[src/rtl/multicycle_ctrl.sv]
// Multi-cycle RV32I sequencer: steps each instruction through fetch, decode,
// execute, memory and write-back, tracking the PC and retired-instruction count.
module multicycle_ctrl #(
  parameter logic [15:0] RESET_PC = 16'h0000
) (
  input  logic        clk,
  input  logic        rst_n,
  output logic        imem_req,
  output logic [15:0] imem_addr,
  input  logic        imem_ack,
  input  logic [31:0] imem_rdata,
  output logic [31:0] ir,
  input  logic [31:0] alu_result,
  input  logic        branch,
  input  logic [31:0] imm32,
  output logic        dmem_req,
  output logic        dmem_we,
  input  logic        dmem_ack,
  output logic [31:0] alu_q,
  output logic        rf_we,
  output logic [1:0]  rf_wsel,
  output logic [15:0] pc,
  output logic [31:0] instret,
  output logic        halt
);

  typedef enum logic [2:0] {
    S_FETCH, S_DECODE, S_EXEC, S_MEM, S_WB, S_HALT
  } state_e;

  localparam logic [6:0] OP_LOAD   = 7'b0000011;
  localparam logic [6:0] OP_STORE  = 7'b0100011;
  localparam logic [6:0] OP_BRANCH = 7'b1100011;
  localparam logic [6:0] OP_JAL    = 7'b1101111;
  localparam logic [6:0] OP_JALR   = 7'b1100111;
  localparam logic [6:0] OP_OPIMM  = 7'b0010011;
  localparam logic [6:0] OP_OP     = 7'b0110011;
  localparam logic [6:0] OP_LUI    = 7'b0110111;
  localparam logic [6:0] OP_AUIPC  = 7'b0010111;

  localparam logic [1:0] WSEL_ALU = 2'b00;
  localparam logic [1:0] WSEL_MEM = 2'b01;
  localparam logic [1:0] WSEL_PC4 = 2'b10;

  localparam logic [31:0] IR_NOP = 32'h0000_0013;

  state_e      state_q, state_d;
  logic [15:0] pc_q, pc_d, next_pc;
  logic [31:0] ir_q, ir_d;
  logic [31:0] alu_res_q, alu_res_d;
  logic [31:0] instret_q, instret_d;
  logic        retire;
  logic [6:0]  opcode;
  logic        legal_op;

  logic        imem_req_q, imem_req_d;
  logic        dmem_req_q, dmem_req_d;
  logic        dmem_we_q, dmem_we_d;
  logic        rf_we_q, rf_we_d;
  logic [1:0]  rf_wsel_q, rf_wsel_d;
  logic        halt_q, halt_d;

  // Only the low PC-width bits of the immediate take part in PC arithmetic.
  logic        unused_imm_hi;
  assign unused_imm_hi = ^imm32[31:16];

  assign opcode = ir_q[6:0];

  always_comb begin
    unique case (opcode)
      OP_LOAD, OP_STORE, OP_BRANCH, OP_JAL, OP_JALR,
      OP_OPIMM, OP_OP, OP_LUI, OP_AUIPC: legal_op = 1'b1;
      default:                           legal_op = 1'b0;
    endcase
  end

  // NOTE: every variable gets a default before the case so no path leaves one
  // unassigned, which would otherwise infer a latch.
  always_comb begin
    state_d   = state_q;
    pc_d      = pc_q;
    ir_d      = ir_q;
    alu_res_d = alu_res_q;
    instret_d = instret_q;
    retire    = 1'b0;
    next_pc   = pc_q + 16'd4;

    unique case (state_q)
      S_FETCH: begin
        if (pc_q[1:0] != 2'b00) begin
          state_d = S_HALT;
        end else if (imem_req_q && imem_ack) begin
          ir_d    = imem_rdata;
          state_d = S_DECODE;
        end
      end
      S_DECODE: state_d = legal_op ? S_EXEC : S_HALT;
      S_EXEC: begin
        alu_res_d = alu_result;
        unique case (opcode)
          OP_BRANCH: begin
            retire  = 1'b1;
            state_d = S_FETCH;
            if (branch) next_pc = pc_q + imm32[15:0];
          end
          OP_LOAD, OP_STORE: state_d = S_MEM;
          default:           state_d = S_WB;
        endcase
      end
      S_MEM: begin
        if (dmem_req_q && dmem_ack) begin
          if (opcode == OP_STORE) begin
            retire  = 1'b1;
            state_d = S_FETCH;
          end else begin
            state_d = S_WB;
          end
        end
      end
      S_WB: begin
        retire  = 1'b1;
        state_d = S_FETCH;
        if (opcode == OP_JAL)       next_pc = pc_q + imm32[15:0];
        else if (opcode == OP_JALR) next_pc = alu_res_q[15:0];
      end
      S_HALT:  state_d = S_HALT;
      default: state_d = S_HALT;
    endcase

    if (retire) begin
      pc_d      = next_pc;
      instret_d = instret_q + 32'd1;
    end
  end

  // Outputs are registered from the next state so they change only on clock
  // edges and drop asynchronously with reset.
  always_comb begin
    imem_req_d = (state_d == S_FETCH) && (pc_d[1:0] == 2'b00);
    dmem_req_d = (state_d == S_MEM);
    dmem_we_d  = (state_d == S_MEM) && (opcode == OP_STORE);
    rf_we_d    = (state_d == S_WB);
    halt_d     = (state_d == S_HALT);
    rf_wsel_d  = WSEL_ALU;
    if (state_d == S_WB) begin
      if (opcode == OP_LOAD)                          rf_wsel_d = WSEL_MEM;
      else if (opcode == OP_JAL || opcode == OP_JALR) rf_wsel_d = WSEL_PC4;
    end
  end

  // NOTE: sequential state uses non-blocking assignments so every register
  // samples values from before the edge, independent of statement order.
  always_ff @(posedge clk or negedge rst_n) begin
    if (!rst_n) begin
      state_q    <= S_FETCH;
      pc_q       <= RESET_PC;
      ir_q       <= IR_NOP;
      alu_res_q  <= '0;
      instret_q  <= '0;
      imem_req_q <= 1'b0;
      dmem_req_q <= 1'b0;
      dmem_we_q  <= 1'b0;
      rf_we_q    <= 1'b0;
      rf_wsel_q  <= WSEL_ALU;
      halt_q     <= 1'b0;
    end else begin
      state_q    <= state_d;
      pc_q       <= pc_d;
      ir_q       <= ir_d;
      alu_res_q  <= alu_res_d;
      instret_q  <= instret_d;
      imem_req_q <= imem_req_d;
      dmem_req_q <= dmem_req_d;
      dmem_we_q  <= dmem_we_d;
      rf_we_q    <= rf_we_d;
      rf_wsel_q  <= rf_wsel_d;
      halt_q     <= halt_d;
    end
  end

  assign imem_req  = imem_req_q;
  assign imem_addr = pc_q;
  assign ir        = ir_q;
  assign dmem_req  = dmem_req_q;
  assign dmem_we   = dmem_we_q;
  assign alu_q     = alu_res_q;
  assign rf_we     = rf_we_q;
  assign rf_wsel   = rf_wsel_q;
  assign pc        = pc_q;
  assign instret   = instret_q;
  assign halt      = halt_q;

endmodule
[config.mk]
export PLATFORM = sky130hd
export DESIGN_NAME = multicycle_ctrl
export DESIGN_NICKNAME = d
export VERILOG_FILES = /design/src/rtl/multicycle_ctrl.sv
export SDC_FILE = /design/constraint.sdc
export NUM_CORES = 1
export LEC_CHECK = 0
export ABC_AREA = 1
export BUFFER_PORTS_ARGS = -buffer_cell sky130_fd_sc_hd__buf_4
export CORE_AREA = 2 2 129 131
export DETAILED_ROUTE_END_ITERATION = 10
export DIE_AREA = 0 0 131 133
export PLACE_DENSITY = 0.77
export SYNTH_ARGS = -nofsm -noshare
export SYNTH_HDL_FRONTEND = slang
export SYNTH_SLANG_ARGS = --single-unit
[constraint.sdc]
create_clock -name clk -period 2 [get_ports clk]
set_clock_uncertainty 0.05 [all_clocks]
set_input_delay 0 -clock clk [delete_from_list [all_inputs] [get_ports clk]]
set_output_delay 0 -clock clk [all_outputs]
set_load 0.02 [all_outputs]
# [Word-level counts from Yosys, hierarchy flattened]
# Cells that the tools add are included.
[word_totals] register_bits=122 input_bits=101 out_inout_bits=135 elab_cells=65
[op_classes] addsub=3 eq_ne=16 mux=21 bitwise=1 n_reduce_logical=12
[ops] cell="16-bit 2-to-1 mux" count=4
[ops] cell="32-bit by 1-bit adder with 32-bit output, second input constant" count=1
[ops] cell="16-bit one-hot mux with 2 select lines" count=1
[ops] cell="7-bit by 6-bit == test with 1-bit output, second input constant" count=3
[ops] cell="7-bit == test, second input constant" count=3
[ops] cell="16-bit adder" count=1
[ops] cell="16-bit by 3-bit adder with 16-bit output, second input constant" count=1
[ops] cell="3-bit 2-to-1 mux" count=5
[ops] cell="3-bit one-hot mux with 5 select lines" count=1
[ops] cell="7-bit by 5-bit == test with 1-bit output, second input constant" count=2
[ops] cell="3-bit by 2-bit == test with 1-bit output, second input constant" count=3
[ops] cell="3-bit == test, second input constant" count=3
[ops] cell="9-bit OR reduction" count=1
[ops] cell="2-bit 2-to-1 mux" count=4
[ops] cell="7-bit by 2-bit == test with 1-bit output, second input constant" count=1
[ops] cell="3-bit zero test" count=2
[ops] cell="3-bit one-hot mux with 2 select lines" count=1
[ops] cell="1-bit logical AND" count=4
[ops] cell="1-bit 2-to-1 mux" count=4
[ops] cell="3-bit by 1-bit == test with 1-bit output, second input constant" count=1
[ops] cell="1-bit one-hot mux with 3 select lines" count=1
[ops] cell="3-bit AND reduction" count=1
[ops] cell="2-bit zero test" count=1
[ops] cell="2-bit nonzero test" count=1
[ops] cell="3 further kinds" count=3

# [Logic depth before layout (Yosys ltp)]
# Gate-level depths: netlist of the first run.
[logic_depth] word_depth=7 depth_mapped=13 mapped_depth_nobuf=13

# [Least setup slack after synthesis of the first run]
# OpenSTA, ideal clock, no wires.
[synth_timing] path_kind="register to register" start="register pc_q[0] (netlist: imem_addr[0])" end="register pc_q[6] (netlist: imem_addr[6])" setup_time_ns=0.130 t_arrival_ns=1.919 required_ns=1.820 slack_ns=-0.099 stages_incl_launch_ff=12 path_buffers=0 period_less_slack_ns=2.099 path_cell_list="dfrtp_1 > ha_1 > fa_1 > nand2_1 > inv_1 > nand2_1 > nand2_1 > nand2_1 > nand2_1 > or2_2 > nand3_1 > nand4_1"
[synth_between] elab_chain_len=4 elab_cells_between_ends=7 cone_classes="add/sub (2); mux (5)"
[synth_rtl] item="start: declaration" line_no="48" source="logic [15:0] pc_q, pc_d, next_pc;"
[synth_rtl] item="start signal: assignment" line_no="168" source="pc_q <= pc_d;"
[synth_rtl] item="16-bit by 3-bit adder with 16-bit output / 16-bit adder (equally long branches)" line_no="86, 104, 123"
[synth_rtl] item="16-bit 2-to-1 mux (on tied branches)" line_no="124, 104"
[synth_rtl] item="16-bit 2-to-1 mux (on tied branches)" line_no="123, 100"
[synth_rtl] item="16-bit one-hot mux with 2 select lines *" line_no="88" source="unique case (state_q)"
# Mark *: on every way between the ends. The rest lies on a longest branch, timed or not.
# A chain may end at the register's enable or synchronous reset.

# [Worst setup path in the final report of the first run]
# Ends and elaborated chain as after synthesis.

==> results of run 1 <==
[registers in the layout, indices dropped and copies added (netlist names)]
register,count
imem_req,1
dmem_req,1
ir,32
state_q,3
dmem_we,1
rf_we,1
instret,32
halt,1
alu_q,32
rf_wsel,2
imem_addr,16
[cell type report]
class | instances | share of cell area, %
sequential | 122 | 28.2
tap | 220 | 2.54
multi-input combinational | 730 | 35.2
timing repair buffer | 338 | 25.4
clock inverter | 14 | 1.27
clock buffer | 18 | 4.05
inverter | 97 | 3.38
[worst max-delay path, cell delays in order, from the launching register on]
cell     delay, ps
dfrtp_2        420
ha_4           170
fa_2           360
nand2_1         80
inv_2           40
nand2_1         60
nand2_2        100
nand2_2         90
nand2_2         60
or2_2          280
nand3_2         60
nand4_1         70
[per-stage QoR]
| step | hold WS (ps) | util (%) | instances |
|---|---|---|---|
| after floorplan | -346 | - | 983 |
| after global placement | -80.5 | 58.6 | 1435 |
| after detailed placement | -78.9 | 58.6 | 1435 |
| after CTS | 18.0 | 66.3 | 1534 |
| after global routing | 67.7 | 67.1 | 1539 |
| final | 23.9 | 67.1 | 1539 |
[logic make-up after synthesis]
kind of cell	count (synthesis)	share of synthesized area, %
and+or+nand+nor	591	34.5
xor gates and xnor gates	36	4.26
muxes	28	4.26
DFF	122	41.3
adders and majority gates	18	3.15
buffers and inverters	131	8.27
AOI/OAI and AO/OA	57	4.23
[power by group]
group / leakage, nW / internal, mW / switching (mW) / total (mW)
combinational: 3.96 / 0.298 / 0.280 / 0.578
sequential: 1.39 / 2.47 / 0.00235 / 2.47
clock: 0.278 / 1.77 / 1.29 / 3.06
total: 5.62 / 4.54 / 1.57 / 6.11
[worst min-delay path by stage]
stage | from | to | slack [ps]
global route | rst_n | instret[27]$_DFFE_PN0N_ | 70
detailed placement | rst_n | instret[20]$_DFFE_PN0N_ | -80
floorplan | rst_n | alu_q[0]$_DFFE_PN0P_ | -350
CTS | rst_n | instret[29]$_DFFE_PN0N_ | 20
finish | rst_n | instret[20]$_DFFE_PN0N_ | 20
global placement | rst_n | instret[20]$_DFFE_PN0N_ | -80
[routing by layer]
layer	share of wire, %	GRT usage [%]
met1	40	34.3
met2	49	48.4
met4	3.7	12.7
met5	0	0
met3	7.4	8.53
[placed cells by master (no fill, tap or decap), drive strengths merged]
cell type	count
and2	2
inv	103
xor2	26
dlygate4sd3	67
nand3	61
clkinvlp	3
a21oi	20
mux2	28
buf	271
a22oi	1
ha	17
o31ai	1
clkbuf	18
dfstp	3
dfrtp	119
fa	1
xnor2	10
clkinv	4
nor2	107
nand3b	4
o21bai	2
or2	5
o21ai	32
nand4	24
bufinv	1
nor3	13
o211ai	1
nand2	375
[what timing repair did]
item / CTS / global route
buffers inserted: 0 / 5
endpoints found under the setup margin: 0 / 24
endpoints found under the hold margin: 185 / 0
hold buffers: 67 / 0
resized for setup: 0 / 28
==> impl_metrics.yaml, run 1 <==
run_status:
  outcome: "finished clean"
clock_tree:
  cts_buffer_depth: 2
  h-tree-depth: 4
  clock_sinks: 122
  cts_buffers: 17
  clock_latency_ps: 430
  clock-root-buffer: "clkbuf_16"
  clk_transition_reported_paths_ps: 60
  cts_tree: "yes"
synth:
  syn_inst: 983
  syn_avg_cell_area_um2: 7.53
  yosysTopAreaCellShare_pct: 40.2
  yosys_register_bits: 122
  synth_common_cells: "nand2_1, dfrtp_1, nor2_1, inv_1, nand3_1"
  synth_seq_area_share_pct: 41.3
  synthesis.nets: 1102
  ys.flop_type: "dfrtp_1"
  yosysMostFrequentCell: "nand2_1"
  ys.warnings.count: 0
  synth_cell_type_count: 45
  synth_edf_count: 0
  synth_area_um2: 7400
  synthArstFlopShare_pct: 100
  synth.largest_area_cell: "dfrtp_1"
  synth.area.top_cells: "dfrtp_1, nand2_1, nor2_1"
power:
  p_leak_nw: 5.62
  p_per_area_nw_per_um2: 563
  ir_worst_vdd_mv: 0.603
  power.total_mw: 6.11
finish:
  antenna-diode-count: 0
  multi_input_area_um2: 3810
  layout-drive-gt1-share_pct: 29.4
  nets: 1425
  final_area_um2: 10800
  syn_to_final_growth_pct: 46.6
  fillers: 1275
  seqCellArea_um2: 3060
timing:
  maxSlewViolCount: 0
  setup_tns_ps: 0
  hold_violations: 0
  worst_pin_slew_ps: 475
  min_period_over_period_pct: 97.7
  setup_viol: 0
  period_needed_ps: 1950
  slew_headroom_pct: 68.2
  layout_setup_ws_ps: 46.9
  rsz0062_at_grt: "true"
  fmax_mhz: 512
route:
  drtAntennaViolNets: 0
  drc: 0
  firstDrtPassIters: 5
  first_iter_violations: 607
  routedWlPerCell_um: 16.2
  vias: 7785
  routed_wl_um: 24900
  vias_per_cell: 5.06
setup_path:
  reg2reg_depth: 11
  worst_r2r_endpoint: "imem_addr[6]$_DFFE_PN0N_"
  critPathKind: "flip-flop to flip-flop"
  cp_max_fo: 4
  critPathLaunch: "imem_addr[0]$_DFF_PN0_"
  reg2reg_from: "imem_addr[0]$_DFF_PN0_"
  start_kind: "flip-flop"
  r2r_slack_ps: 50
  crit_end: "imem_addr[6]$_DFFE_PN0N_"
  cp.arrival_ps: 2200
  crit_path_end_kind: "flip-flop"
  crit_required_ps: 2250
flow_run:
  drv_cap: 0
floorplanning:
  start_util_pct: 45.8
  die_w_um: 131
  dieHeight_um: 133
  core_area_um2: 16200
  num_rows: 47
  io_pins: 236
  dieArea_um2: 17400
placed_design:
  io_buffers: 219
  place_area_um2: 9480
  pre_cts_slack_ps: 35.5
  gp_congestion: 0.917
  place_hpwl_um: 17000
grt:
  antenna_found_initial: 0
  grt_max_degree: 54
  overflow: 0
  grt_pass1_vias: 7908
  grt_pass1_wl_um: 39200
  grtUsageTotal_pct: 29.0
hold_path:
  hp-class: "input pin to asynchronous set/reset pin"
(Power assumes the default switching activity.)
==> run 2: changes to the inputs <==
==> config.mk (replaced) <==
export PLATFORM = sky130hd
export DESIGN_NAME = multicycle_ctrl
export DESIGN_NICKNAME = d
export VERILOG_FILES = /design/src/rtl/multicycle_ctrl.sv
export SDC_FILE = /design/constraint.sdc
export NUM_CORES = 1
export LEC_CHECK = 0
export BUFFER_PORTS_ARGS = -buffer_cell sky130_fd_sc_hd__buf_4
export CORE_AREA = 2 2 123 125
export DETAILED_ROUTE_END_ITERATION = 10
export DIE_AREA = 0 0 125 127
export PLACE_DENSITY = 0.76
export SYNTH_ARGS = -nofsm -noshare
export SYNTH_HDL_FRONTEND = slang
export SYNTH_SLANG_ARGS = --single-unit
==> run 2 against run 1 <==
Against the previous run: the flow now finishes with violations (negative setup slack); synthesized area decreased by 13%; final cell count decreased by 25%; fmax decreased by 13%; die area decreased by 8.9%; global-route usage decreased by 2.6 points; wire length decreased by 13%; worst hold slack improved by 35 ps; combinational power decreased by 18%; sequential share of layout area increased by 0.32 points; register-to-register slack got worse by 290 ps; synthesized cell count decreased by 41%; largest cell class unchanged; highest routed layer unchanged.
==> impl_metrics.yaml, run 2 <==
setup_path:
  critPathLaunch: "imem_addr[0]$_DFF_PN0_"
  reg2reg_depth: 9
  crit_path_end_kind: "flip-flop"
  max_stage_delay_ps: 420
  start_kind: "flip-flop"
  reg2reg_from: "imem_addr[0]$_DFF_PN0_"
  worst_r2r_endpoint: "imem_addr[4]$_DFFE_PN0N_"
  cp.arrival_ps: 2470
  critPathKind: "flip-flop to flip-flop"
  cp_max_fo: 3
  slowest_stage: "dfrtp_2"
  crit_chain: "ha_4, fa_2, buf_4, buf_6, a21o_1, a21oi_2, xnor2_1, a222oi_1, o21ai_1"
  crit_required_ps: 2230
  r2r_slack_ps: -240
synth:
  yosysMostFrequentCell: "dfrtp_1"
  synth_seq_area_share_pct: 47.2
  ys.flop_type: "dfrtp_1"
  synthArstFlopShare_pct: 100
  synth.largest_area_cell: "dfrtp_1"
  synth.area.top_cells: "dfrtp_1, mux2_2, xnor2_1"
  yosys_register_bits: 122
  synthesis.nets: 701
  synth_edf_count: 0
  yosysTopAreaCellShare_pct: 46.0
  ys.warnings.count: 0
  synth_common_cells: "dfrtp_1, mux2_2, nand2_1, nor2_1, xnor2_1"
  syn_avg_cell_area_um2: 11.1
  synth_cell_type_count: 83
  synth_area_um2: 6470
  syn_inst: 582
finish:
  layout_common_cells: "buf_4, dfrtp_1, dlygate4sd3_1, mux2_2, nand2_1"
  final_area_um2: 10800
  nets: 1079
  layout-drive-gt1-share_pct: 54.0
  antenna-diode-count: 0
  final_common_cell: "buf_4"
  syn_to_final_growth_pct: 66.4
  post-route-util_pct: 74.6
power:
  intPower_mw: 4.65
  ir_worst_vdd_mv: 0.546
  p_comb_share_pct: 8.0
  p_per_area_nw_per_um2: 555
  p_switching_mw: 1.32
  switching_share_pct: 22.1
  clockPowerShare_pct: 50.7
  p_leak_nw: 5.27
  pwr-share-seq_pct: 41.4
timing:
  min_period_over_period_pct: 112
  worst_pin_slew_ps: 588
  setup_tns_ps: -903
  rsz0062_at_grt: "true"
  setup_viol: 13
  slew_headroom_pct: 60.7
  period_needed_ps: 2240
  maxSlewViolCount: 0
  hold_violations: 0
  fmax_mhz: 446
  layout_setup_ws_ps: -244
hold_path:
  worstHoldStart: "branch"
  hp-class: "input pin to flip-flop"
  min_path_cells: 5
  holdPathEnd: "imem_addr[12]$_DFFE_PN0N_"
grt:
  grt-busiest-layer: "met2"
  grtUsageMet3_pct: 6.49
  globalRouteMet2Util_pct: 46.5
  grt_use_met1_pct: 31.4
  overflow: 0
  grtUsageTotal_pct: 26.4
  grt_max_degree: 88
  grt_pass1_vias: 6548
  antenna_found_initial: 0
  grt_pass1_wl_um: 33400
route:
  first_iter_violations: 382
  vias_per_cell: 5.52
  drc: 0
  routed_wl_um: 21600
  vias: 6386
  firstDrtPassIters: 7
  routedWlPerCell_um: 18.6
  drtAntennaViolNets: 0
clock_tree:
  clk_transition_reported_paths_ps: 60
  cts_buffers: 17
  h-tree-depth: 4
  clock_latency_ps: 420
  cts_tree: "yes"
  clock-root-buffer: "clkbuf_16"
  clock_sinks: 122
  cts_buffer_depth: 2
run_status:
  outcome: "finished with violations"
  violations: "negative setup slack"
flow_run:
  drv_cap: 0
placed_design:
  place_area_um2: 8950
  io_buffers: 219
  gp_congestion: 0.927
  place_hpwl_um: 14400
floorplanning:
  io_pins: 236
  die_w_um: 125
  num_rows: 44
  core_area_um2: 14400
  start_util_pct: 44.9
  dieHeight_um: 127
  dieArea_um2: 15900
[run 2: critical path, delay by kind of cell (launching register included)]
family,cells,cell delay (ps)
AOI/OAI and AO/OA,4,720
adders and majority gates,2,570
DFF,1,420
buffers and inverters,2,270
xor gates and xnor gates,1,70
[run 2: through the flow]
stage	total power [mW]	std cells	setup WS (ps)	hold slack, ps
global route	6.18	1157	-256	72.4
detailed placement	2.84	1036	-198	-240
floorplan	2.61	582	-100	-346
global placement	2.84	1036	-166	-243
finish	5.97	1157	-244	58.7
CTS	5.98	1147	-188	34.0
[run 2: cell type report]
cell class                 instances  area [µm²]
multi-input combinational        417        3650
timing repair buffer             392        3200
inverter                          10        37.5
fill                             955        3660
tap                              184         230
sequential                       122        3070
clock buffer                      21         460
clock inverter                    11         119
[run 2: timing repair]
item / CTS / global route
resized for setup: 30 / 57
setup endpoints to repair: 18 / 35
gates cloned: 0 / 0
buffers inserted: 8 / 10
hold endpoints to repair: 193 / 0
hold buffers: 71 / 0
pin swaps: 13 / 28
[run 2: layer usage]
metal / up-vias / share of wire (%)
li1: 2883 / -
met4: 0 / 2.9
met2: 299 / 52
met1: 3156 / 39
met5: - / 0
met3: 48 / 6.2
[run 2: how the worst max path moves through the flow]
stage	end	slack (ps)	cells past startpoint
after floorplan	imem_addr[13]$_DFFE_PN0N_	-100	7
after global placement	imem_addr[13]$_DFFE_PN0N_	-170	7
after detailed placement	imem_addr[13]$_DFFE_PN0N_	-200	7
after CTS	imem_addr[6]$_DFFE_PN0N_	-190	8
after global routing	imem_addr[6]$_DFFE_PN0N_	-260	8
final	imem_addr[4]$_DFFE_PN0N_	-240	9
[run 2: logic make-up (layout without fill, tap and decap cells)]
kind of cell	Yosys count	in the layout	synth area share, %
and+or+nand+nor	178	178	14.9
DFF	122	122	47.2
AOI/OAI and AO/OA	110	110	12.7
muxes	66	66	11.4
xor gates and xnor gates	44	44	5.96
buffers and inverters	43	434	4.00
adders and majority gates	19	19	3.75
[run 2: power by group through the flow]
stage	Combinational, mW	Sequential [mW]	Clock, mW
final	0.476	2.47	3.03
after global routing	0.516	2.47	3.19
after CTS	0.450	2.47	3.06
after detailed placement	0.331	2.51	0
after global placement	0.324	2.51	0
after floorplan	0.0974	2.51	0
